### src/rtl/mac_acc_reader_pkg.sv
// Shared types and the requantize helper (rounding right shift plus saturation)
// used by the MAC result readers.
package mac_acc_reader_pkg;

    typedef enum logic [1:0] {
        ST_IDLE  = 2'd0,
        ST_RUN   = 2'd1,
        ST_DRAIN = 2'd2
    } state_t;

    // Widest supported result; the accumulator is 2*MAXW and the rounding sum needs one extra bit.
    localparam int MAXW = 32;
    localparam int RW   = 2 * MAXW + 1;

    // acc_ext must already be sign/zero extended to RW bits. Returns {sat, data}.
    function automatic logic [MAXW:0] requant(
        input logic signed [RW-1:0] acc_ext,
        input logic [5:0]           shift,
        input int                   data_w,
        input logic                 is_signed
    );
        logic signed [RW-1:0] r;
        logic signed [RW-1:0] v;
        logic signed [RW-1:0] hi;
        logic signed [RW-1:0] lo;
        logic signed [RW-1:0] clamped;
        logic                 sat;
        r = acc_ext;
        if (shift != 6'd0) begin
            r = r + $signed(RW'(1) << (shift - 6'd1));
        end
        if (is_signed) begin
            v  = r >>> shift;
            hi = $signed((RW'(1) << (data_w - 1)) - RW'(1));
            lo = $signed(-(RW'(1) << (data_w - 1)));
        end else begin
            v  = $signed(r >> shift);
            hi = $signed((RW'(1) << data_w) - RW'(1));
            lo = '0;
        end
        sat     = 1'b0;
        clamped = v;
        if (v > hi) begin
            clamped = hi;
            sat     = 1'b1;
        end else if (v < lo) begin
            clamped = lo;
            sat     = 1'b1;
        end
        return {sat, clamped[MAXW-1:0]};
    endfunction

endpackage

### src/rtl/mac_res_fifo.sv
// Synchronous result FIFO; simultaneous write and read leave occupancy unchanged.
module mac_res_fifo #(
    parameter int WIDTH = 33,
    parameter int DEPTH = 4
) (
    input  logic                     clk,
    input  logic                     rst_n,
    input  logic                     wr_en,
    input  logic [WIDTH-1:0]         wr_data,
    input  logic                     rd_en,
    output logic [WIDTH-1:0]         rd_data,
    output logic                     full,
    output logic                     empty,
    output logic [$clog2(DEPTH):0]   count
);
    localparam int AW = $clog2(DEPTH);

    logic [WIDTH-1:0] mem_q [DEPTH];
    logic [WIDTH-1:0] mem_d [DEPTH];
    logic [AW-1:0]    wr_ptr_q, wr_ptr_d;
    logic [AW-1:0]    rd_ptr_q, rd_ptr_d;
    logic [AW:0]      count_q, count_d;
    logic             do_wr, do_rd;

    assign full    = (count_q == (AW+1)'(DEPTH));
    assign empty   = (count_q == '0);
    assign count   = count_q;
    assign rd_data = mem_q[rd_ptr_q];

    always_comb begin
        do_wr    = wr_en && !full;
        do_rd    = rd_en && !empty;
        mem_d    = mem_q;
        wr_ptr_d = wr_ptr_q;
        rd_ptr_d = rd_ptr_q;
        count_d  = count_q;
        if (do_wr) begin
            mem_d[wr_ptr_q] = wr_data;
            wr_ptr_d        = wr_ptr_q + 1'b1;
        end
        if (do_rd) begin
            rd_ptr_d = rd_ptr_q + 1'b1;
        end
        if (do_wr && !do_rd) begin
            count_d = count_q + 1'b1;
        end else if (!do_wr && do_rd) begin
            count_d = count_q - 1'b1;
        end
    end

    always_ff @(posedge clk or negedge rst_n) begin
        if (!rst_n) begin
            for (int i = 0; i < DEPTH; i++) begin
                mem_q[i] <= '0;
            end
            wr_ptr_q <= '0;
            rd_ptr_q <= '0;
            count_q  <= '0;
        end else begin
            mem_q    <= mem_d;
            wr_ptr_q <= wr_ptr_d;
            rd_ptr_q <= rd_ptr_d;
            count_q  <= count_d;
        end
    end

    // Credits upstream make a write into a full FIFO impossible.
    wr_no_overflow: assert property (@(posedge clk) disable iff (!rst_n) !(wr_en && full));

endmodule

### src/rtl/mac_acc_reader.sv
// Drives operand windows into the 4-stage MAC, captures each window's final
// accumulator, requantizes it and hands results out through a credited FIFO.
//   state    | meaning
//   ST_IDLE  | no job; waiting for start
//   ST_RUN   | accepting operands for the current job
//   ST_DRAIN | all operands sent; waiting for the last result to be handed off
module mac_acc_reader
    import mac_acc_reader_pkg::*;
#(
    parameter int DATA_W     = 32,
    parameter int SIGNED     = 1,
    parameter int CNT_W      = 16,
    parameter int FIFO_DEPTH = 4,
    parameter int LD_DLY     = 2,
    parameter int OUT_DLY    = 4
) (
    input  logic                  clk,
    input  logic                  rst_n,
    input  logic                  start,
    input  logic [CNT_W-1:0]      cfg_len,
    input  logic [CNT_W-1:0]      cfg_windows,
    input  logic [5:0]            cfg_shift,
    input  logic [2*DATA_W-1:0]   cfg_bias,
    output logic                  busy,
    output logic                  done,
    input  logic                  op_valid,
    output logic                  op_ready,
    input  logic [DATA_W-1:0]     op_a,
    input  logic [DATA_W-1:0]     op_b,
    output logic [DATA_W-1:0]     mac_a,
    output logic [DATA_W-1:0]     mac_b,
    output logic [2*DATA_W-1:0]   mac_c,
    output logic                  mac_ld_acc,
    input  logic [2*DATA_W-1:0]   mac_out,
    output logic                  res_valid,
    input  logic                  res_ready,
    output logic [DATA_W-1:0]     res_data,
    output logic                  res_sat
);
    localparam int ACC_W = 2 * DATA_W;
    localparam int UW    = $clog2(FIFO_DEPTH) + 1;

    state_t               state_q, state_d;
    logic [CNT_W-1:0]     len_q, len_d, win_q, win_d;
    logic [CNT_W-1:0]     term_cnt_q, term_cnt_d, win_cnt_q, win_cnt_d;
    logic [5:0]           shift_q, shift_d;
    logic [ACC_W-1:0]     bias_q, bias_d;
    logic [LD_DLY-1:0]    ld_pipe_q, ld_pipe_d;
    logic [OUT_DLY-1:0]   last_pipe_q, last_pipe_d;
    logic [UW-1:0]        used_q, used_d;
    logic                 zero_done_q, zero_done_d;

    logic                 go, accept, first_term, last_term, last_window, res_pop, drained;
    logic                 fifo_empty, fifo_full_unused;
    logic [UW-1:0]        fifo_count_unused;
    logic signed [RW-1:0] acc_ext;
    logic [MAXW:0]        req;
    logic [DATA_W:0]      fifo_wr_data, fifo_rd_data;

    assign go          = start && (state_q == ST_IDLE) && (cfg_len != '0) && (cfg_windows != '0);
    assign accept      = op_valid && op_ready;
    assign first_term  = (term_cnt_q == '0);
    assign last_term   = (term_cnt_q == len_q - CNT_W'(1));
    assign last_window = (win_cnt_q == win_q - CNT_W'(1));
    assign res_pop     = res_valid && res_ready;
    assign drained     = fifo_empty && (used_q == '0);

    always_ff @(posedge clk or negedge rst_n) begin
        if (!rst_n) begin
            state_q <= ST_IDLE;
        end else begin
            state_q <= state_d;
        end
    end

    always_comb begin
        state_d = state_q;
        case (state_q)
            ST_IDLE:  if (go) state_d = ST_RUN;
            ST_RUN:   if (accept && last_term && last_window) state_d = ST_DRAIN;
            ST_DRAIN: if (drained) state_d = ST_IDLE;
            default:  state_d = ST_IDLE;
        endcase
    end

    // A credit covers a whole window, so only a window's first term needs one.
    always_comb begin
        busy     = (state_q != ST_IDLE);
        op_ready = (state_q == ST_RUN) && ((term_cnt_q != '0) || (used_q < UW'(FIFO_DEPTH)));
        done     = zero_done_q || ((state_q == ST_DRAIN) && drained);
    end

    always_comb begin
        len_d       = len_q;
        win_d       = win_q;
        shift_d     = shift_q;
        bias_d      = bias_q;
        term_cnt_d  = term_cnt_q;
        win_cnt_d   = win_cnt_q;
        zero_done_d = start && (state_q == ST_IDLE) && ((cfg_len == '0) || (cfg_windows == '0));
        if (go) begin
            len_d      = cfg_len;
            win_d      = cfg_windows;
            shift_d    = cfg_shift;
            bias_d     = cfg_bias;
            term_cnt_d = '0;
            win_cnt_d  = '0;
        end
        if (accept) begin
            if (last_term) begin
                term_cnt_d = '0;
                win_cnt_d  = win_cnt_q + 1'b1;
            end else begin
                term_cnt_d = term_cnt_q + 1'b1;
            end
        end
        ld_pipe_d   = LD_DLY'({ld_pipe_q, accept && first_term});
        last_pipe_d = OUT_DLY'({last_pipe_q, accept && last_term});
        used_d      = used_q + UW'(accept && first_term) - UW'(res_pop);
    end

    always_ff @(posedge clk or negedge rst_n) begin
        if (!rst_n) begin
            len_q       <= '0;
            win_q       <= '0;
            shift_q     <= '0;
            bias_q      <= '0;
            term_cnt_q  <= '0;
            win_cnt_q   <= '0;
            ld_pipe_q   <= '0;
            last_pipe_q <= '0;
            used_q      <= '0;
            zero_done_q <= 1'b0;
        end else begin
            len_q       <= len_d;
            win_q       <= win_d;
            shift_q     <= shift_d;
            bias_q      <= bias_d;
            term_cnt_q  <= term_cnt_d;
            win_cnt_q   <= win_cnt_d;
            ld_pipe_q   <= ld_pipe_d;
            last_pipe_q <= last_pipe_d;
            used_q      <= used_d;
            zero_done_q <= zero_done_d;
        end
    end

    assign mac_a      = accept ? op_a : '0;
    assign mac_b      = accept ? op_b : '0;
    assign mac_c      = bias_q;
    assign mac_ld_acc = ld_pipe_q[LD_DLY-1];

    always_comb begin
        if (SIGNED != 0) begin
            acc_ext = {{(RW-ACC_W){mac_out[ACC_W-1]}}, mac_out};
        end else begin
            acc_ext = {{(RW-ACC_W){1'b0}}, mac_out};
        end
        req          = requant(acc_ext, shift_q, DATA_W, SIGNED != 0);
        fifo_wr_data = {req[MAXW], req[DATA_W-1:0]};
    end

    if (DATA_W < MAXW) begin : g_req_unused
        logic req_unused;
        assign req_unused = ^req[MAXW-1:DATA_W];
    end

    mac_res_fifo #(
        .WIDTH (DATA_W + 1),
        .DEPTH (FIFO_DEPTH)
    ) u_fifo (
        .clk     (clk),
        .rst_n   (rst_n),
        .wr_en   (last_pipe_q[OUT_DLY-1]),
        .wr_data (fifo_wr_data),
        .rd_en   (res_ready),
        .rd_data (fifo_rd_data),
        .full    (fifo_full_unused),
        .empty   (fifo_empty),
        .count   (fifo_count_unused)
    );

    assign res_valid = !fifo_empty;
    assign res_sat   = fifo_rd_data[DATA_W];
    assign res_data  = fifo_rd_data[DATA_W-1:0];

endmodule

### config.mk
export PLATFORM = sky130hd
export DESIGN_NAME = mac_acc_reader
export DESIGN_NICKNAME = d
export VERILOG_FILES = /design/src/rtl/mac_acc_reader_pkg.sv /design/src/rtl/mac_res_fifo.sv /design/src/rtl/mac_acc_reader.sv
export SDC_FILE = /design/constraint.sdc
export NUM_CORES = 1
export LEC_CHECK = 0
export ABC_AREA = 0
export BUFFER_PORTS_ARGS = -buffer_cell sky130_fd_sc_hd__buf_4
export CELL_PAD_IN_SITES_DETAIL_PLACEMENT = 1
export CELL_PAD_IN_SITES_GLOBAL_PLACEMENT = 2
export CORE_MARGIN = 4
export CORE_UTILIZATION = 35
export DETAILED_ROUTE_END_ITERATION = 8
export HOLD_SLACK_MARGIN = 0.06
export MAX_ROUTING_LAYER = met4
export PLACE_DENSITY = 0.79
export SYNTH_ARGS = -nofsm -noshare
export SYNTH_HDL_FRONTEND = slang
export SYNTH_HIERARCHICAL = 1
export SYNTH_SLANG_ARGS = --single-unit
export TNS_END_PERCENT = 100
### constraint.sdc
create_clock -name clk -period 9.22 [get_ports clk]
set_clock_uncertainty 0.15 [all_clocks]
set_input_delay 0.461 -clock clk [delete_from_list [all_inputs] [get_ports clk]]
set_output_delay 0.461 -clock clk [all_outputs]
set_load 0.01 [all_outputs]
==> flow_summary.ini <==
[placement]
placed_cell_area_um2 = 30200
io_buffers = 400
dpl.hpwl_mm = 104
dp_slack_ns = 1.19
gp_congestion = 1.09

[detailed_routing]
drt_iter0_markers = 2643
drt_wl_total_mm = 134
vias = 28400
drc = 0
firstDrtPassIters = 6
wire_per_inst_um = 29.8
antenna_left = 0
routed_via_density = 6.33

[clocking]
clk_latency_ns = 0.57
clkSinkCount = 285
cts.clk_slew.worst_paths_ns = 0.06
cts_tree = yes
cts_root_buf = clkbuf_16
cts_buffers = 30
cts_buffer_depth = 3
post_cts_buffers = 0
h-tree-depth = 1

[global_route]
grt_max_degree = 102
grt_use_total_pct = 33.3
grt_pass1_vias = 29600
grt_pass1_wl_mm = 196
overflow = 0
grt_antenna_before_repair = 5

[yosys]
ys_seq_area_share_pct = 27.1
synth-edff-count = 0
yosysTopAreaCell = dfrtp_1
netlist_area_um2 = 26400
avgSynthCellArea_um2 = 8.51
synthFlopType = dfrtp_1
yosysUniqueCellTypes = 117
synth_nets = 3409
synth.ff_latch_count = 285
synth.top_cells.by_area = dfrtp_1 (27%), mux2_2 (11%), nor2_1 (4.5%)
syn_inst = 3095
yosysWarnings = 6
async_flop_share_pct = 100
synth_top_area_share_pct = 27.1

[power]
leakage_nw = 14.0
powerDensity_nw_per_um2 = 238
max-vdd-ir-drop_mv = 0.156

[timing]
hold_viol_final = 0
worst_pin_slew_ns = 1.23
finalCritPeriodShare_pct = 91.0
grt_setup_unrepaired = no
fin_ws_ns = 0.826
drv_slew = 0
final.setup.tns_ns = 0
fin_crit_ns = 8.39
relSlewSlack_pct = 17.2
setup_viol = 0
max_freq_mhz = 119

[final_layout]
fillers = 8749
finish.instance_area_um2 = 32200
multi_input_area_um2 = 18000
drive_gt1_share_pct = 26.7
utilization_pct = 43.2
syn_to_final_growth_pct = 22.2
seq_area_um2 = 7140
fin_nets = 3810

[critical_path]
critPathBufInv = 2
cp_slowest_cell = o32ai_1
cp.required_ns = 9.58
r2r_setup_slack_ns = 0.83
timing.rr.end = u_fifo/mem_q[66]$_DFFE_PN0P_
critPathCaptureType = register
cpMostUsedCell = a21oi_1
path_cells = or2_2 -> buf_4 -> nor3_1 -> ha_1 -> a21oi_1 -> o21ai_1 -> a21oi_1 -> nand2_1 -> a221o_1 -> o21a_1 -> o31ai_1 -> a21oi_1 -> o32ai_1 -> nand3_1 -> or4_1 -> nor4_2 -> a221oi_4 -> buf_4 -> o21ai_0 -> mux2_2
path_depth = 20
rr_worst_depth = 20
crit_family = compound AO/OA/AOI/OAI gates
startpoint_type = register
arrival_ns = 8.75
crit_path_end = u_fifo/mem_q[66]$_DFFE_PN0P_
reg2reg_from = shift_q[0]$_DFFE_PN0P_
worstPathMaxFanout = 29
critical_path.startpoint = shift_q[0]$_DFFE_PN0P_
crit_type = reg -> reg
critical-path-max-stage-delay_ns = 0.99

[floorplanning]
initial_core_util_pct = 35.3
io_pins = 401
core_um2 = 74600
dieArea_um2 = 79700
chipHeight_um = 282
fp-row-count = 100
fp.dieW_um = 282

[worst_hold_path]
hold_path_class = in -> reg
hold_depth = 2

[job]
drv_cap = 0

[run_status]
status = complete, no violations
[routing by layer]
metal | track usage (%) | up-vias | wire, µm
met2 | 55.0 | 1266 | 63900
met1 | 41.7 | 14400 | 55000
met4 | 11.1 | 0 | 5480
li1 | - | 12500 | -
met3 | 5.27 | 248 | 9560
met5 | - | - | 0
[final cells by class]
type / instances / share of cell area [%]
Timing Repair Buffer: 585 / 14.6
Clock inverter: 7 / 0.249
Sequential cell: 285 / 22.2
Antenna cell: 3 / 0.0233
Clock buffer: 46 / 2.77
Multi-Input combinational cell: 2546 / 55.9
Tap cell: 969 / 3.76
Inverter: 48 / 0.559
[state kept, by name, indices dropped and copies added (netlist names)]
| signal | flops |
|---|---|
| mac_c | 64 |
| used_q | 3 |
| u_fifo/mem_q | 132 |
| u_fifo/count | 3 |
| shift_q | 6 |
| last_pipe_q | 4 |
| term_cnt_q | 16 |
| len_q | 16 |
| u_fifo/wr_ptr_q | 2 |
| win_cnt_q | 16 |
| zero_done_q | 1 |
| state_q | 2 |
| ld_pipe_q | 2 |
| u_fifo/rd_ptr_q | 2 |
| win_q | 16 |
[logic make-up after synthesis]
family,share of synthesized area (%)
compound gates,21.8
fa+ha+maj,3.84
xor+xnor,3.34
mux,17.4
flops,27.1
buf+inv,4.75
simple gates,21.8
[report_power, final]
group / switching (W) / leakage [nW] / internal [W]
clock network: 0.000529 / 0.476 / 0.000691
logic: 0.00310 / 9.80 / 0.00167
registers: 0.000236 / 3.72 / 0.00145
[timing repair]
item | 4_1_cts | 5_1_grt
hold endpoints to repair | 200 | 0
hold buffers | 103 | 0
gates resized for setup | 0 | 0
[metrics by stage]
step	power [W]	cells	hold slack, ns
2_1_floorplan	0.00437	3095	0.0154
3_3_place_gp	0.00618	4329	0.190
3_5_place_dp	0.00625	4329	0.186
4_1_cts	0.00753	4485	0.0749
5_1_grt	0.00803	4489	0.0999
6_report	0.00768	4489	0.123
[synth_stat cells (59+ instances only)]
library cell,n
nor3_1,80
mux2i_1,67
nand2_1,311
nand4_1,72
a21oi_1,210
o21ai_0,145
xnor2_1,59
ha_1,76
clkbuf_1,104
nand3_1,80
nor2_1,313
and3_1,94
mux2_2,259
dfrtp_1,285
[worst min-delay path by stage]
stage	from	end	slack, ns
after floorplan	rst_n	last_pipe_q[0]$_DFF_PN0_	0.02
after global placement	last_pipe_q[0]$_DFF_PN0_	last_pipe_q[1]$_DFF_PN0_	0.19
after detailed placement	last_pipe_q[0]$_DFF_PN0_	last_pipe_q[1]$_DFF_PN0_	0.19
after CTS	cfg_shift[3]	shift_q[3]$_DFFE_PN0P_	0.07
after global routing	cfg_shift[1]	shift_q[1]$_DFFE_PN0P_	0.1
final	cfg_shift[3]	shift_q[3]$_DFFE_PN0P_	0.12
[placed cells by master (no fill, tap or decap), types with 94 or more instances in the layout]
cell,instances
a21oi_1,209
and3_1,94
buf_4,479
dfrtp_1,278
dlygate4sd3_1,103
mux2_2,259
nand2_1,311
nor2_1,313
o21ai_0,145
Power figures use the tool's default switching activity.
